<file path="src/rtl/branch_cmp_stage_pkg.sv">
// Shared CPU definitions for the branch/compare stage: word width, compare/branch
// op encodings and the delay-slot FSM state encoding.
package branch_cmp_stage_pkg;

  localparam int XLEN = 32;

  typedef enum logic [2:0] {
    OP_SLT  = 3'd0,
    OP_SLTU = 3'd1,
    OP_BEQ  = 3'd2,
    OP_BNE  = 3'd3,
    OP_BLEZ = 3'd4,
    OP_BGTZ = 3'd5,
    OP_BLTZ = 3'd6,
    OP_BGEZ = 3'd7
  } op_e;

  typedef enum logic [1:0] {
    ST_RUN  = 2'd0,
    ST_SLOT = 2'd1,
    ST_KILL = 2'd2
  } state_e;

  function automatic logic is_alu_op(op_e op);
    return (op == OP_SLT) || (op == OP_SLTU);
  endfunction

endpackage

</file>
<file path="src/rtl/branch_cmp_stage_cmp_core.sv">
// Purely combinational comparator shared by SLT/SLTU and all branch conditions.
module cmp_core
  import branch_cmp_stage_pkg::*;
(
  input  logic [XLEN-1:0] a,
  input  logic [XLEN-1:0] b,
  input  logic            is_signed,
  output logic            equal,
  output logic            less,
  output logic            a_zero,
  output logic            a_neg
);

  assign equal  = (a == b);
  assign a_zero = (a == '0);
  assign a_neg  = a[XLEN-1];

  // Inverting both sign bits maps two's complement order onto unsigned order.
  assign less = ({is_signed ^ a[XLEN-1], a[XLEN-2:0]} <
                 {is_signed ^ b[XLEN-1], b[XLEN-2:0]});

endmodule

</file>
<file path="src/rtl/branch_cmp_stage.sv">
// Single registered compare/branch stage with a delay-slot / wrong-path kill FSM
// keyed on the fetch epoch.
module branch_cmp_stage
  import branch_cmp_stage_pkg::*;
(
  input  logic            clk,
  input  logic            rst_n,
  input  logic            in_valid,
  output logic            in_ready,
  input  logic [2:0]      in_op,
  input  logic [XLEN-1:0] in_a,
  input  logic [XLEN-1:0] in_b,
  input  logic [XLEN-1:0] in_pc,
  input  logic [15:0]     in_imm,
  input  logic            in_epoch,
  output logic            out_valid,
  input  logic            out_ready,
  output logic [XLEN-1:0] out_result,
  output logic            out_wb_en,
  output logic            redirect,
  output logic [XLEN-1:0] redirect_pc
);

  op_e             op;
  state_e          state, state_next;
  logic            exp_epoch, epoch_next;
  logic            accept, pass, fire;
  logic            is_alu, cond, taken;
  logic            equal, less, a_zero, a_neg;
  logic [XLEN-1:0] target;

  assign op       = op_e'(in_op);
  assign is_alu   = is_alu_op(op);
  assign in_ready = !out_valid || out_ready;
  assign accept   = in_valid && in_ready;

  cmp_core u_cmp (
    .a         (in_a),
    .b         (in_b),
    .is_signed (op != OP_SLTU),
    .equal     (equal),
    .less      (less),
    .a_zero    (a_zero),
    .a_neg     (a_neg)
  );

  // NOTE: every signal written in an always_comb gets a default first, so no path leaves it unassigned and no latch is inferred.
  always_comb begin
    cond = 1'b0;
    unique case (op)
      OP_BEQ:  cond = equal;
      OP_BNE:  cond = !equal;
      OP_BLEZ: cond = a_neg || a_zero;
      OP_BGTZ: cond = !a_neg && !a_zero;
      OP_BLTZ: cond = a_neg;
      OP_BGEZ: cond = !a_neg;
      default: cond = 1'b0;
    endcase
  end

  assign taken  = cond && !is_alu;
  assign target = in_pc + XLEN'(4) + {{(XLEN-18){in_imm[15]}}, in_imm, 2'b00};

  // The delay slot passes unconditionally but never redirects; after it, only the
  // new epoch is allowed through.
  always_comb begin
    state_next = state;
    epoch_next = exp_epoch;
    pass       = 1'b0;
    fire       = 1'b0;
    if (accept) begin
      unique case (state)
        ST_RUN: begin
          pass = 1'b1;
          if (taken) begin
            fire       = 1'b1;
            state_next = ST_SLOT;
          end
        end
        ST_SLOT: begin
          pass       = 1'b1;
          epoch_next = !exp_epoch;
          state_next = ST_KILL;
        end
        ST_KILL: begin
          if (in_epoch == exp_epoch) begin
            pass       = 1'b1;
            fire       = taken;
            state_next = taken ? ST_SLOT : ST_RUN;
          end
        end
        default: state_next = ST_RUN;
      endcase
    end
  end

  // NOTE: all state below uses non-blocking assignments so every register samples pre-edge values regardless of statement order.
  always_ff @(posedge clk or negedge rst_n) begin
    if (!rst_n) begin
      state     <= ST_RUN;
      exp_epoch <= 1'b0;
    end else begin
      state     <= state_next;
      exp_epoch <= epoch_next;
    end
  end

  always_ff @(posedge clk or negedge rst_n) begin
    if (!rst_n) begin
      out_valid   <= 1'b0;
      out_result  <= '0;
      out_wb_en   <= 1'b0;
      redirect    <= 1'b0;
      redirect_pc <= '0;
    end else begin
      if (accept)         out_valid <= pass;
      else if (out_ready) out_valid <= 1'b0;
      if (pass) begin
        out_result <= {{(XLEN-1){1'b0}}, is_alu && less};
        out_wb_en  <= is_alu;
      end
      redirect <= fire;
      if (fire) redirect_pc <= target;
    end
  end

endmodule
</file>
<file path="config.mk">
export PLATFORM = sky130hd
export DESIGN_NAME = branch_cmp_stage
export DESIGN_NICKNAME = d
export VERILOG_FILES = /design/src/rtl/branch_cmp_stage_pkg.sv /design/src/rtl/branch_cmp_stage_cmp_core.sv /design/src/rtl/branch_cmp_stage.sv
export SDC_FILE = /design/constraint.sdc
export NUM_CORES = 1
export LEC_CHECK = 0
export CORE_MARGIN = 2
export CORE_UTILIZATION = 44
export DETAILED_ROUTE_END_ITERATION = 10
export PLACE_DENSITY = 0.89
export SLEW_MARGIN = 20
export SYNTH_ARGS = -nofsm -noshare
export SYNTH_HDL_FRONTEND = slang
export SYNTH_SLANG_ARGS = --single-unit
</file>
<file path="constraint.sdc">
create_clock -name clk -period 2.6 [get_ports clk]
set_input_delay 0.65 -clock clk [delete_from_list [all_inputs] [get_ports clk]]
set_output_delay 0.65 -clock clk [all_outputs]
set_load 0.01 [all_outputs]
</file>
==> flow_summary.yaml, run 1 <==
critical_path:
  max_stage_delay_ps: 330
  path_max_fanout: 3
  cp_data_arrival_time_ps: 3280
  critPathLaunchType: "input port"
  r2r_cells: 6
  crit_slowest_cell: "or3_1"
  rr_endpoint: "redirect_pc[24]$_DFFE_PN0P_"
  rrSetupSlack_ps: 500
  crit_buf_inv: 4
  endpoint_kind: "flip-flop"
  crit_type: "in2reg"
  cp_top_family: "compound AO/OA/AOI/OAI gates"
  r2r_start: "exp_epoch$_DFFE_PN0P_"
  cp.required_ps: 2780
  worstPathCellList: "buf_6 -> ha_4 -> ha_4 -> buf_4 -> buf_6 -> a211oi_4 -> nor2_4 -> o31ai_4 -> a21oi_4 -> o211ai_1 -> buf_4 -> a2111oi_4 -> or3_1 -> a31o_2"
  setup.worst_path.start: "in_imm[1]"
cts:
  root_buffer: "clkbuf_8"
  cts_inserted_buffers: 5
  cts_tree: "yes"
  clock_latency_ps: 300
  cts_max_path_buffers: 2
  htree_num_levels: 2
  cts_sinks: 39
  clkTransAtPathRegs_ps: 80
  cts_hold_buf: 0
route:
  num_vias: 5219
  wl_per_cell_um: 20.74
  drtAntennaViolNets: 0
  routed_via_density: 5.716
  detailedRoute.firstIterationViolations: 270
  drt_wl_total_mm: 18.94
  drtPass1Iterations: 6
  drc: 0
run:
  drv_cap: 0
timing:
  drv_slew: 0
  setup_viol: 31
  finalHoldViolations: 0
  clock_skew_ps: 17.85
  whs_ps: 171.2
  period_share_pct: 119.3
  layout_setup_ws_ps: -502.8
  rsz0062_at_grt: "yes"
  fin_crit_ps: 3103
  final.setup.tns_ps: -6544
  fmax_mhz: 322.3
die:
  initial_core_util_pct: 44.52
  die_area_mm2: 0.01113
  die-height_um: 105.5
  core_area_mm2: 0.01018
  die_w_um: 105.5
  top_level_ports: 188
  num_rows: 37
place:
  hpwl_mm: 11.12
  gp_congestion: 0.8711
  place_area_mm2: 0.006955
  pre_cts_slack_ps: -1265
  portBuffers: 156
final_layout:
  finalNetCount: 985
  fin_area_mm2: 0.008451
  area_growth_pct: 86.37
  drive_gt1_share_pct: 49.61
pwr:
  power.density_mw_per_mm2: 542.3
  combPwrFrac_pct: 64.5
  seq_power_share_pct: 24.1
  power.net_switching_mw: 1.698
  swShare_pct: 37.04
  p_int_mw: 2.885
  p_clk_share_pct: 11.4
  ir_drop_mv: 0.4569
  power_mw: 4.583
  power.leakage_nw: 3.812
yosys:
  synth_warnings: 0
  netlist_top_cells_count: "ha_1 (88), inv_1 (44), dfrtp_1 (39)"
  synth_flop_cell: "dfrtp_1"
  async_reset_ff_share_pct: 100.0
  synth.most_common_cell: "ha_1"
  post_synth_num_cell_types: 53
  yosysSeqAreaShare_pct: 21.52
  synth_area_per_cell_um2: 9.235
  yosys.area.top_type: "ha_1"
  syn_inst: 491
  synth_edf_count: 0
  synth_top_area_share_pct: 24.28
  yosys_register_bits: 39
  syn_area_mm2: 0.004534
  synth_area_leaders: "ha_1 (24%), dfrtp_1 (22%), mux2_4 (6.6%)"
grt:
  grt.overflow.total: 0
  grt_antenna_before_repair: 0
  first_global_vias: 5647
  groute.usage.overall_pct: 31.05
  grt_start_max_net_pins: 20
  grt_pass1_wl_mm: 27.72
hold_path:
  hold_path_class: "in2async"
outcome:
  violations: "setup timing"
  status: "finished with violations"
==> cells in the final DEF (no fill, tap or decap), types with 21 or more instances in the layout <==
cell type	synthesis	layout
a21oi_1	35	23
buf_2	0	21
buf_4	31	111
buf_6	3	26
clkdlybuf4s50_1	0	55
conb_1	1	31
dfrtp_1	39	39
dlygate4sd2_1	0	34
ha_1	88	23
ha_4	0	64
inv_2	0	29
mux2_4	20	27
nor2_1	26	21
==> timing repair <==
| item | 4_1_cts | 5_1_grt |
|---|---|---|
| setup buffers | 29 | 18 |
| setup endpoints to repair | 34 | 34 |
| pin swaps | 88 | 67 |
| gates cloned | 3 | 0 |
| gates resized for setup | 383 | 80 |
==> kinds of logic after synthesis <==
| logic type | share of synthesized area, % |
|---|---|
| xor+xnor | 5.408 |
| buf+inv | 9.685 |
| mux | 8.802 |
| other cells | 0.08270 |
| flops | 21.52 |
| simple gates | 11.95 |
| fa+ha+maj | 24.72 |
| compound gates | 17.83 |
==> registers in the layout, summed over array words and instances (netlist names) <==
signal       cells
exp_epoch        1
state            2
out_result       1
out_valid        1
redirect_pc     32
out_wb_en        1
redirect         1
==> per-stage QoR <==
stage          utilization, %  instances
3_3_place_gp            68.29        860
2_1_floorplan               -        521
5_1_grt                 82.95        912
3_5_place_dp            68.29        860
6_report                82.97        913
4_1_cts                 80.04        897
==> worst reg2reg max path, stage by stage, from the launching register on <==
cell	delay, ps
dfrtp_1	410
xor2_1	200
a2111o_1	460
a211oi_4	250
buf_6	210
buf_12	150
mux2_4	310
==> cell type report <==
type / instances / area (µm²)
sequential: 39 / 975.9
clock buffer: 5 / 68.82
tap: 136 / 170.2
antenna: 1 / 2.502
inverter: 44 / 177.7
multi-input combinational: 402 / 4553
timing repair buffer: 284 / 2465
fill: 520 / 1734
clock inverter: 2 / 37.54
==> layer usage <==
layer	vias up	part of all wire [%]	GRT usage, %
li1	2312	-	-
met1	2518	35	31.73
met2	282	54	59.77
met3	107	5.4	5.751
met4	0	6.3	15.41
met5	-	0	0
==> power by group through the flow <==
stage               logic [mW]  registers (mW)  clock network (mW)
finish                    2.95            1.11               0.523
floorplan                 1.08            1.18                   0
detailed placement        2.36            1.09                   0
global route              3.12            1.13               0.541
global placement          2.28            1.08                   0
CTS                       2.71            1.09               0.528
==> how the worst max path moves through the flow <==
stage	end	slack [ps]	cells past startpoint
finish	redirect_pc[30]$_DFFE_PN0P_	-500	14
global route	redirect_pc[30]$_DFFE_PN0P_	-540	14
CTS	redirect_pc[25]$_DFFE_PN0P_	-370	13
detailed placement	redirect_pc[30]$_DFFE_PN0P_	-1270	11
global placement	redirect_pc[29]$_DFFE_PN0P_	-1040	13
floorplan	redirect_pc[29]$_DFFE_PN0P_	-440	12
(Power assumes the default switching activity.)
==> run 2: changes to the inputs <==
- CORE_MARGIN: 2 -> not set
==> flow_summary.yaml, run 2 (synthesis gave the netlist of run 1 again) <==
pwr:
  ir_drop_mv: 0.4551
  p_int_mw: 2.814
  power.leakage_nw: 3.843
  seq_power_share_pct: 24.6
  swShare_pct: 39.11
  power.density_mw_per_mm2: 542.5
  combPwrFrac_pct: 66.9
  p_clk_share_pct: 8.5
  power.net_switching_mw: 1.808
  power_mw: 4.622
route:
  wl_per_cell_um: 25.57
  drt_wl_total_mm: 23.37
  num_vias: 5759
  drtPass1Iterations: 10
  routed_via_density: 6.301
  drtAntennaViolNets: 0
  drc: 3
  detailedRoute.firstIterationViolations: 503
grt:
  grt_pass1_wl_mm: 30.73
  first_global_vias: 5934
  groute.usage.overall_pct: 36.41
  grt_start_max_net_pins: 40
  grt_antenna_before_repair: 2
  grt.overflow.total: 0
run:
  drv_cap: 0
final_layout:
  final_cell_mix: "buf_4 (113), ha_4 (68), clkdlybuf4s50_1 (54), dfrtp_1 (39), conb_1 (31)"
  largest_reg_flops: 32
  regMostFlops: "redirect_pc"
  area_growth_pct: 87.89
  finalNetCount: 988
  reg_top3: "redirect_pc: 32 flops, state: 2 flops"
  final_common_cell: "buf_4"
  nFillCells: 407
  drive_gt1_share_pct: 50.90
critical_path:
  rrSetupSlack_ps: 430
  r2r_start: "exp_epoch$_DFFE_PN0P_"
  cp_data_arrival_time_ps: 3220
  cp.required_ps: 2770
  critPathLaunchType: "input port"
  endpoint_kind: "flip-flop"
  r2r_cells: 8
  path_max_fanout: 3
  crit_type: "in2reg"
  rr_endpoint: "out_result[0]$_DFFE_PN0P_"
timing:
  setup_viol: 34
  period_share_pct: 117.4
  whs_ps: 489.2
  finalHoldViolations: 0
  slew_headroom_pct: 39.04
  drv_slew: 0
  layout_setup_ws_ps: -452.8
  clock_skew_ps: 12.54
  fin_crit_ps: 3053
  tightest_slew_ps: 914.3
  fmax_mhz: 327.6
  rsz0062_at_grt: "yes"
cts:
  cts_sinks: 39
  cts_max_path_buffers: 2
  root_buffer: "clkbuf_8"
  clkTransAtPathRegs_ps: 80
  clock_latency_ps: 290
  htree_num_levels: 2
  cts_inserted_buffers: 5
  cts_tree: "yes"
place:
  hpwl_mm: 11.10
  portBuffers: 156
  gp_congestion: 0.9154
die:
  die_w_um: 103.5
  initial_core_util_pct: 45.97
  core_area_mm2: 0.009864
  die_area_mm2: 0.01072
  die-height_um: 103.5
  top_level_ports: 188
  num_rows: 36
hold_path:
  hold_path_class: "in2async"
outcome:
  violations: "DRC, setup timing"
  status: "finished with violations"
## run 2: area by class of cell
class                           count  area (µm²)  share of cell area (%)
Antenna cell                        3       7.507                 0.08812
Clock buffer                        6       72.57                  0.8518
Inverter                           44       177.7                   2.085
Multi-Input combinational cell    402        4611                   54.12
Sequential cell                    39       975.9                   11.46
Tap cell                          133       166.4                   1.953
Timing Repair Buffer              287        2509                   29.45
## run 2: layer usage
metal / up-vias / track usage, % / share of wire, %
met5: - / 0 / 0.021
met4: 2 / 27.74 / 10
met3: 241 / 7.048 / 11
met2: 522 / 65.20 / 47
met1: 2690 / 37.44 / 32
li1: 2304 / - / -
## run 2: worst max path at each step
| stage | start | endpoint | slack, ps | cells after the start |
|---|---|---|---|---|
| 2_1_floorplan | in_pc[3] | redirect_pc[29]$_DFFE_PN0P_ | -440 | 12 |
| 3_3_place_gp | in_pc[4] | redirect_pc[30]$_DFFE_PN0P_ | -1030 | 11 |
| 3_5_place_dp | in_pc[3] | redirect_pc[29]$_DFFE_PN0P_ | -1060 | 13 |
| 4_1_cts | in_imm[1] | redirect_pc[25]$_DFFE_PN0P_ | -380 | 13 |
| 5_1_grt | in_imm[12] | redirect_pc[31]$_DFFE_PN0P_ | -490 | 11 |
| 6_report | in_pc[8] | redirect_pc[29]$_DFFE_PN0P_ | -450 | 10 |
## run 2: what timing repair did
item                       CTS  global route
buffers inserted            33            12
setup endpoints to repair   34            34
gates cloned                 3             0
hold endpoints to repair     0             0
gates resized for setup    393            83
pin swaps                  108            55
hold buffers                 0             0
## run 2: power by group through the flow
stage	Combinational (mW)	Sequential (mW)	Clock, mW
4_1_cts	2.71	1.09	0.388
2_1_floorplan	1.08	1.18	0
3_3_place_gp	2.29	1.09	0
5_1_grt	3.24	1.16	0.425
6_report	3.09	1.14	0.392
3_5_place_dp	2.37	1.09	0
## run 2: through the flow
step / setup WS (ps) / instance area (µm²) / cells / utilization (%) / TNS (ps)
3_3_place_gp: -1031 / 6984 / 863 / 70.80 / -25900
3_5_place_dp: -1060 / 6984 / 863 / 70.80 / -27940
6_report: -452.8 / 8519 / 914 / 86.36 / -6732
4_1_cts: -380.9 / 8129 / 901 / 82.41 / -3516
5_1_grt: -485.1 / 8514 / 912 / 86.31 / -13370
2_1_floorplan: -438.3 / 4856 / 521 / - / -4166
## run 2: critical path: stages
cell,delay (ps)
clkdlybuf4s15_1,190
ha_4,280
ha_4,200
a21o_1,180
o41a_1,440
a211o_1,350
a211oi_4,360
o22ai_2,160
xnor2_1,150
mux2_4,260
==> run 3: changes to the inputs <==
- CTS_CLUSTER_SIZE: not set -> 40
==> results of run 3 <==
The final DEF is identical to that of run 2; final timing and power are the same.
